[config.mk]
export PLATFORM = sky130hd
export DESIGN_NAME = gx4000_asic_ram_arbiter_flat
export DESIGN_NICKNAME = d
export VERILOG_FILES = /design/src/rtl/gx4000_asic_ram_arbiter_if.sv /design/src/rtl/gx4000_asic_ram_arbiter.sv /design/src/flat_wrapper.sv
export SDC_FILE = /design/constraint.sdc
export NUM_CORES = 1
export LEC_CHECK = 0
export ABC_AREA = 1
export CORE_MARGIN = 3
export CORE_UTILIZATION = 36
export DETAILED_ROUTE_END_ITERATION = 7
export PLACE_DENSITY = 0.79
export SLEW_MARGIN = 20
export SYNTH_ARGS = -nofsm -noshare
export SYNTH_HDL_FRONTEND = slang
export SYNTH_SLANG_ARGS = --single-unit
[constraint.sdc]
create_clock -name clk_sys -period 1.76 [get_ports clk_sys]
set_input_delay 0.176 -clock clk_sys [delete_from_list [all_inputs] [get_ports clk_sys]]
set_output_delay 0.176 -clock clk_sys [all_outputs]
set_load 0.1 [all_outputs]
[src/rtl/gx4000_asic_ram_arbiter_if.sv]
// gx4000_asic_ram_arbiter_if: requester, RAM port and debug signals of the ASIC RAM arbiter
interface gx4000_asic_ram_arbiter_if #(
  parameter int AW = 14,
  parameter int DW = 8
);
  logic          vid_req;
  logic [AW-1:0] vid_addr;
  logic          vid_ack;
  logic          vid_rvalid;
  logic [DW-1:0] vid_rdata;
  logic          cpu_req;
  logic          cpu_we;
  logic [AW-1:0] cpu_addr;
  logic [DW-1:0] cpu_wdata;
  logic          cpu_ack;
  logic          cpu_rvalid;
  logic [DW-1:0] cpu_rdata;
  logic          cpu_wr_blocked;
  logic          dma_req;
  logic [AW-1:0] dma_addr;
  logic          dma_ack;
  logic          dma_rvalid;
  logic [DW-1:0] dma_rdata;
  logic [AW-1:0] ram_addr;
  logic [DW-1:0] ram_din;
  logic          ram_rd;
  logic          ram_wr;
  logic [DW-1:0] ram_q;
  logic [1:0]    grant_owner;
  modport slave (
    input  vid_req, vid_addr, cpu_req, cpu_we, cpu_addr, cpu_wdata, dma_req, dma_addr, ram_q,
    output vid_ack, vid_rvalid, vid_rdata, cpu_ack, cpu_rvalid, cpu_rdata, cpu_wr_blocked,
           dma_ack, dma_rvalid, dma_rdata, ram_addr, ram_din, ram_rd, ram_wr, grant_owner
  );
  modport master (
    output vid_req, vid_addr, cpu_req, cpu_we, cpu_addr, cpu_wdata, dma_req, dma_addr, ram_q,
    input  vid_ack, vid_rvalid, vid_rdata, cpu_ack, cpu_rvalid, cpu_rdata, cpu_wr_blocked,
           dma_ack, dma_rvalid, dma_rdata, ram_addr, ram_din, ram_rd, ram_wr, grant_owner
  );
endinterface

[src/rtl/gx4000_asic_ram_arbiter.sv]
// gx4000_asic_ram_arbiter: shares the Plus ASIC register RAM between video, CPU and audio DMA
module gx4000_asic_ram_arbiter #(
  parameter int AW = 14,
  parameter int DW = 8,
  parameter int STARVE_LIMIT = 8
) (
  input  logic clk_sys,
  input  logic reset,
  input  logic plus_mode,
  input  logic asic_valid,
  gx4000_asic_ram_arbiter_if.slave bus
);
  typedef enum logic [1:0] {OWN_NONE, OWN_VID, OWN_CPU, OWN_DMA} owner_t;
  typedef struct packed {
    owner_t owner;
    logic   is_read;
    logic   locked;
  } tag_t;
  owner_t        win;
  tag_t          tag1;
  tag_t          tag2;
  logic [3:0]    dma_wait;
  logic          vid_elig;
  logic          cpu_elig;
  logic          dma_elig;
  logic          dma_starved;
  logic          locked;
  logic          win_read;
  logic          win_locked;
  logic          mem_cmd;
  logic          to_vid;
  logic          to_cpu;
  logic          to_dma;
  logic [AW-1:0] win_addr;
  logic [DW-1:0] read_data;
  // arbitration: video first, a starved DMA next, then CPU, then DMA; decode of the winning command
  always_comb begin
    vid_elig = plus_mode && bus.vid_req && !bus.vid_ack;
    cpu_elig = bus.cpu_req && !bus.cpu_ack;
    dma_elig = plus_mode && bus.dma_req && !bus.dma_ack;
    dma_starved = int'(dma_wait) >= STARVE_LIMIT;
    locked = !asic_valid || !plus_mode;
    win = vid_elig ? OWN_VID : (dma_elig && dma_starved) ? OWN_DMA : cpu_elig ? OWN_CPU : dma_elig ? OWN_DMA : OWN_NONE;
    win_read = win != OWN_NONE && !(win == OWN_CPU && bus.cpu_we);
    win_locked = win == OWN_CPU && locked;
    mem_cmd = win != OWN_NONE && !win_locked;
    win_addr = win == OWN_VID ? bus.vid_addr : win == OWN_CPU ? bus.cpu_addr : bus.dma_addr;
    read_data = tag2.locked ? '1 : bus.ram_q;
    to_vid = tag2.is_read && tag2.owner == OWN_VID;
    to_cpu = tag2.is_read && tag2.owner == OWN_CPU;
    to_dma = tag2.is_read && tag2.owner == OWN_DMA;
  end
  // command stage: acks, RAM strobes and the first tag stage one cycle after the win
  always_ff @(posedge clk_sys) begin
    if (reset) begin
      bus.vid_ack <= 1'b0;
      bus.cpu_ack <= 1'b0;
      bus.dma_ack <= 1'b0;
      bus.cpu_wr_blocked <= 1'b0;
      bus.ram_rd <= 1'b0;
      bus.ram_wr <= 1'b0;
      bus.ram_addr <= '0;
      bus.ram_din <= '0;
      bus.grant_owner <= 2'd0;
      tag1 <= '0;
    end else begin
      bus.vid_ack <= win == OWN_VID;
      bus.cpu_ack <= win == OWN_CPU;
      bus.dma_ack <= win == OWN_DMA;
      bus.cpu_wr_blocked <= win_locked && !win_read;
      bus.ram_rd <= mem_cmd && win_read;
      bus.ram_wr <= mem_cmd && !win_read;
      bus.ram_addr <= mem_cmd ? win_addr : bus.ram_addr;
      bus.ram_din <= (mem_cmd && !win_read) ? bus.cpu_wdata : bus.ram_din;
      bus.grant_owner <= win;
      tag1 <= '{owner: win_read ? win : OWN_NONE, is_read: win_read, locked: win_locked};
    end
  end
  // DMA starvation counter: saturating, cleared on a DMA grant or when DMA stops asking
  always_ff @(posedge clk_sys) begin
    if (reset) dma_wait <= '0;
    else dma_wait <= (!(plus_mode && bus.dma_req) || win == OWN_DMA) ? '0 : dma_wait + {3'b0, dma_wait != 4'hF};
  end
  // response stage: read data goes only to the owner tagged two cycles back, others hold
  always_ff @(posedge clk_sys) begin
    if (reset) begin
      tag2 <= '0;
      bus.vid_rvalid <= 1'b0;
      bus.cpu_rvalid <= 1'b0;
      bus.dma_rvalid <= 1'b0;
      bus.vid_rdata <= '0;
      bus.cpu_rdata <= '0;
      bus.dma_rdata <= '0;
    end else begin
      tag2 <= tag1;
      bus.vid_rvalid <= to_vid;
      bus.cpu_rvalid <= to_cpu;
      bus.dma_rvalid <= to_dma;
      bus.vid_rdata <= to_vid ? read_data : bus.vid_rdata;
      bus.cpu_rdata <= to_cpu ? read_data : bus.cpu_rdata;
      bus.dma_rdata <= to_dma ? read_data : bus.dma_rdata;
    end
  end
endmodule

[src/flat_wrapper.sv]
// flat-port wrapper written by rule: the top's interface ports become plain ports
module gx4000_asic_ram_arbiter_flat 
#(
  parameter int AW = 14,
  parameter int DW = 8,
  parameter int STARVE_LIMIT = 8
)
  (clk_sys, reset, plus_mode, asic_valid, bus_vid_req, bus_vid_addr, bus_cpu_req, bus_cpu_we, bus_cpu_addr, bus_cpu_wdata, bus_dma_req, bus_dma_addr, bus_ram_q, bus_vid_ack, bus_vid_rvalid, bus_vid_rdata, bus_cpu_ack, bus_cpu_rvalid, bus_cpu_rdata, bus_cpu_wr_blocked, bus_dma_ack, bus_dma_rvalid, bus_dma_rdata, bus_ram_addr, bus_ram_din, bus_ram_rd, bus_ram_wr, bus_grant_owner);
  gx4000_asic_ram_arbiter_if #(.AW(AW), .DW(DW)) bus_i ();
  input  logic clk_sys;
  input  logic reset;
  input  logic plus_mode;
  input  logic asic_valid;
  input wire logic [$bits(bus_i.vid_req)-1:0] bus_vid_req;
  input wire logic [$bits(bus_i.vid_addr)-1:0] bus_vid_addr;
  input wire logic [$bits(bus_i.cpu_req)-1:0] bus_cpu_req;
  input wire logic [$bits(bus_i.cpu_we)-1:0] bus_cpu_we;
  input wire logic [$bits(bus_i.cpu_addr)-1:0] bus_cpu_addr;
  input wire logic [$bits(bus_i.cpu_wdata)-1:0] bus_cpu_wdata;
  input wire logic [$bits(bus_i.dma_req)-1:0] bus_dma_req;
  input wire logic [$bits(bus_i.dma_addr)-1:0] bus_dma_addr;
  input wire logic [$bits(bus_i.ram_q)-1:0] bus_ram_q;
  output wire logic [$bits(bus_i.vid_ack)-1:0] bus_vid_ack;
  output wire logic [$bits(bus_i.vid_rvalid)-1:0] bus_vid_rvalid;
  output wire logic [$bits(bus_i.vid_rdata)-1:0] bus_vid_rdata;
  output wire logic [$bits(bus_i.cpu_ack)-1:0] bus_cpu_ack;
  output wire logic [$bits(bus_i.cpu_rvalid)-1:0] bus_cpu_rvalid;
  output wire logic [$bits(bus_i.cpu_rdata)-1:0] bus_cpu_rdata;
  output wire logic [$bits(bus_i.cpu_wr_blocked)-1:0] bus_cpu_wr_blocked;
  output wire logic [$bits(bus_i.dma_ack)-1:0] bus_dma_ack;
  output wire logic [$bits(bus_i.dma_rvalid)-1:0] bus_dma_rvalid;
  output wire logic [$bits(bus_i.dma_rdata)-1:0] bus_dma_rdata;
  output wire logic [$bits(bus_i.ram_addr)-1:0] bus_ram_addr;
  output wire logic [$bits(bus_i.ram_din)-1:0] bus_ram_din;
  output wire logic [$bits(bus_i.ram_rd)-1:0] bus_ram_rd;
  output wire logic [$bits(bus_i.ram_wr)-1:0] bus_ram_wr;
  output wire logic [$bits(bus_i.grant_owner)-1:0] bus_grant_owner;
  assign bus_i.vid_req = bus_vid_req;
  assign bus_i.vid_addr = bus_vid_addr;
  assign bus_i.cpu_req = bus_cpu_req;
  assign bus_i.cpu_we = bus_cpu_we;
  assign bus_i.cpu_addr = bus_cpu_addr;
  assign bus_i.cpu_wdata = bus_cpu_wdata;
  assign bus_i.dma_req = bus_dma_req;
  assign bus_i.dma_addr = bus_dma_addr;
  assign bus_i.ram_q = bus_ram_q;
  assign bus_vid_ack = bus_i.vid_ack;
  assign bus_vid_rvalid = bus_i.vid_rvalid;
  assign bus_vid_rdata = bus_i.vid_rdata;
  assign bus_cpu_ack = bus_i.cpu_ack;
  assign bus_cpu_rvalid = bus_i.cpu_rvalid;
  assign bus_cpu_rdata = bus_i.cpu_rdata;
  assign bus_cpu_wr_blocked = bus_i.cpu_wr_blocked;
  assign bus_dma_ack = bus_i.dma_ack;
  assign bus_dma_rvalid = bus_i.dma_rvalid;
  assign bus_dma_rdata = bus_i.dma_rdata;
  assign bus_ram_addr = bus_i.ram_addr;
  assign bus_ram_din = bus_i.ram_din;
  assign bus_ram_rd = bus_i.ram_rd;
  assign bus_ram_wr = bus_i.ram_wr;
  assign bus_grant_owner = bus_i.grant_owner;
  gx4000_asic_ram_arbiter #(.AW(AW), .DW(DW), .STARVE_LIMIT(STARVE_LIMIT)) u_core (.clk_sys(clk_sys), .reset(reset), .plus_mode(plus_mode), .asic_valid(asic_valid), .bus(bus_i));
endmodule
==> reports/metrics.cfg <==
[clocking]
numCtsBuffers = 9
cts_max_path_buffers = 2
cts.clk_slew.worst_paths_ns = 0.08
worstSkewPairLatency_ns = 0.34
cts_num_sinks = 69
cts-hold-fix-buffers = 0
tritoncts = yes
deepest_level_of_the_cts_h_tree = 3
quantity_of_gates_resized_following_cts = 0
clk_root_buffer_cell = clkbuf_8
post-cts-setup-buffer-count = 0

[timing]
final_max_slew_viol_count = 0
timing.final.setup_violations = 0
post-route-period-util_pct = 91.2
worst_pin_slew_ns = 0.536
timing_hold_violations_final = 0
final.setup.tns_ns = 0
post-route-worst-setup-slack_ns = 0.154
worst_slew_margin_rel_pct = 64.1
fmax_mhz = 623
layout_min_cycle_time_ns = 1.61
timing.clock.skew_ns = 0.00623
rsz0062_at_grt = false

[power_and_ir_drop]
finalPower_mw = 4.16
power.ir.vdd_worst_v = 0.000356
p_leak_nw = 2.27
power.density_cell_area_mw_per_mm2 = 919

[grt]
global_route.peak_usage_layer = met2
grt_max_degree = 29
antenna_found_initial = 0
global_route_wire_length_before_repair_mm = 13.5
global_route.usage.met2_pct = 29.3
grt_pass1_vias = 2907
gr-total-overflow = 0
grtUsageTotal_pct = 17.1
met3_usage_pct = 3.36
use_met1_pct = 20.9

[place]
buffer_ports.inserted = 122
pre_cts_worst_setup_slack_ns = -0.166
dp_hpwl_mm = 6.31
place_congestion = 0.849
placed_area_mm2 = 0.00432

[worst_setup_path]
path_max_fanout = 8
critPathLaunchType = input port
cp_data_arrival_time_ns = 1.85
reg2reg_setup_slack_ns = 0.18
endpoint_kind = flip-flop
r2r.worst_path.cells = 8
path_class = in2reg
reg2reg_to = u_core.bus.ram_din[6]
reg2reg_from = u_core.bus.cpu_ack
required_ns = 2.00

[synthesis]
ys_seq_area_share_pct = 45.0
number_of_synthesized_register_bits = 69
postSynthCellCount = 447
post-synth-top-area-cell = dfxtp_1
synth_cell_types = 26
syn-num-nets = 515
avgSynthCellArea_um2 = 6.86
ys_top_cells_by_area = dfxtp_1, nor2_1, inv_1
synth_largest_type_area_fraction_pct = 45.0
netlist_area_mm2 = 0.00307
synthesis.yosys.warnings = 0

[hold_path]
number_of_cells_on_the_worst_hold_path = 2
timing.hold.worst.start = u_core.tag1[0]
holdCritPathClass = reg2reg
min_delay_worst_endpoint = u_core.tag2[0]

[drt]
routed_wl_mm = 8.21
vias_per_cell = 4.58
drt_drc = 0
route.detailed.wl_per_inst_um = 12.0
vias_after_detailed_routing = 3142
drt_pass1_iterations = 4
drt_first_iter_violations = 111
ant_nets = 0

[die]
die_h_um = 98.3
core-area_mm2 = 0.00826
die-width_um = 98.3
start_util_pct = 37.1
std_cell_rows = 33
top_level_ports = 123
die_area_mm2 = 0.00966

[final_layout]
layout.nets = 644
insertedDiodeCount = 0
area_delta_synth_final_pct = 47.6
utilization_pct = 54.8
drive_above_1_share_pct = 18.4
post-route-cell-area_mm2 = 0.00453

[run]
cap_viol_max_count = 0

[outcome]
status = complete, no violations

## flip-flops by register name, summed over array words and instances (netlist names), 2 cells and up
name                    cells
u_core.bus.ram_addr        14
u_core.bus.cpu_rdata        8
u_core.bus.dma_rdata        8
u_core.bus.ram_din          8
u_core.bus.vid_rdata        8
u_core.dma_wait             4
u_core.tag1                 4
u_core.tag2                 4
u_core.bus.grant_owner      2
## cells by family (layout without fill, tap and decap cells)
kind of cell,after synthesis,count (layout),synth area share (%)
flip-flops,69,69,45.0
adder cells (fa/ha/maj),2,2,0.816
AND/OR/NAND/NOR,220,220,32.4
XOR/XNOR,2,2,0.571
AO/OA/AOI/OAI,46,46,7.51
buffers and inverters,108,242,13.7
## metal layers
| metal | vias to the layer above | routed length (um) |
|---|---|---|
| li1 | 1626 | - |
| met3 | 16 | 586 |
| met5 | - | 0 |
| met4 | 0 | 182 |
| met1 | 1376 | 3440 |
| met2 | 124 | 4000 |
## how the worst max path moves through the flow
| stage | start | endpoint | slack (ns) | depth (start not counted) |
|---|---|---|---|---|
| after global placement | plus_mode | u_core.bus.ram_din[3] | -0.06 | 7 |
| final | plus_mode | u_core.bus.ram_din[6] | 0.15 | 7 |
| after detailed placement | plus_mode | u_core.bus.ram_din[6] | -0.17 | 7 |
| after floorplan | u_core.bus.vid_ack | u_core.bus.ram_addr[10] | 0.05 | 6 |
| after CTS | u_core.bus.cpu_ack | u_core.bus.ram_din[6] | 0.21 | 8 |
| after global routing | plus_mode | u_core.bus.ram_din[2] | 0.06 | 7 |
## area by class of cell
cell class | count | area [um2]
inverter | 89 | 334
sequential | 69 | 1390
clock inverter | 6 | 70.1
fill | 798 | 3730
timing repair buffer | 137 | 1200
clock buffer | 10 | 138
multi-input combinational | 270 | 1260
tap | 105 | 131
## cell usage after synthesis
cell type  count
inv_1         88
nand4_1       24
nor2_4         1
dfxtp_1       69
nand3_2        2
clkinv_1       1
ha_1           2
and2_1         1
nor2_2         1
nand2_2        1
nand2_1       60
xor2_1         1
nand3_1       20
nand3b_1       1
o21ai_0       24
nor2_1        96
a21oi_1       22
nand2_4        1
buf_2          9
clkbuf_1       9
buf_4          1
nor3_1         2
xnor2_1        1
or2_2          8
nor3_2         1
nand3_4        1
## cell usage in the layout, fill, tap and decap left out, types with 2 or more instances in the layout
| master | n |
|---|---|
| inv_1 | 88 |
| nand3_2 | 2 |
| buf_4 | 71 |
| nand4_1 | 24 |
| a21oi_1 | 22 |
| dfxtp_2 | 3 |
| clkinvlp_4 | 3 |
| ha_1 | 2 |
| nand2_1 | 60 |
| clkbuf_8 | 10 |
| nand3_1 | 20 |
| nor3_1 | 2 |
| clkdlybuf4s50_1 | 65 |
| nor2_1 | 96 |
| dfxtp_1 | 66 |
| inv_6 | 2 |
| or2_2 | 8 |
| o21ai_0 | 24 |
## per-stage QoR
stage	hold WS [ns]	instances
after detailed placement	0.394	670
after floorplan	0.385	447
after global placement	0.392	670
after global routing	0.433	686
final	0.406	686
after CTS	0.413	686
## critical path, cell delays in order
cell and delay, ns:
clkdlybuf4s50_1 0.49, nand3b_1 0.30, nand2_1 0.14, nor2_1 0.44
nand4_1 0.15, nand2_1 0.11, nor2_1 0.04
## where the power goes
| group | leakage, nW | total (mW) | switching, mW | internal (mW) |
|---|---|---|---|---|
| clock network | 0.0955 | 1.33 | 0.625 | 0.703 |
| registers | 0.564 | 1.68 | 0.0437 | 1.64 |
| logic | 1.61 | 1.15 | 0.787 | 0.363 |
| total | 2.27 | 4.16 | 1.46 | 2.70 |
Power figures use the tool's default switching activity.
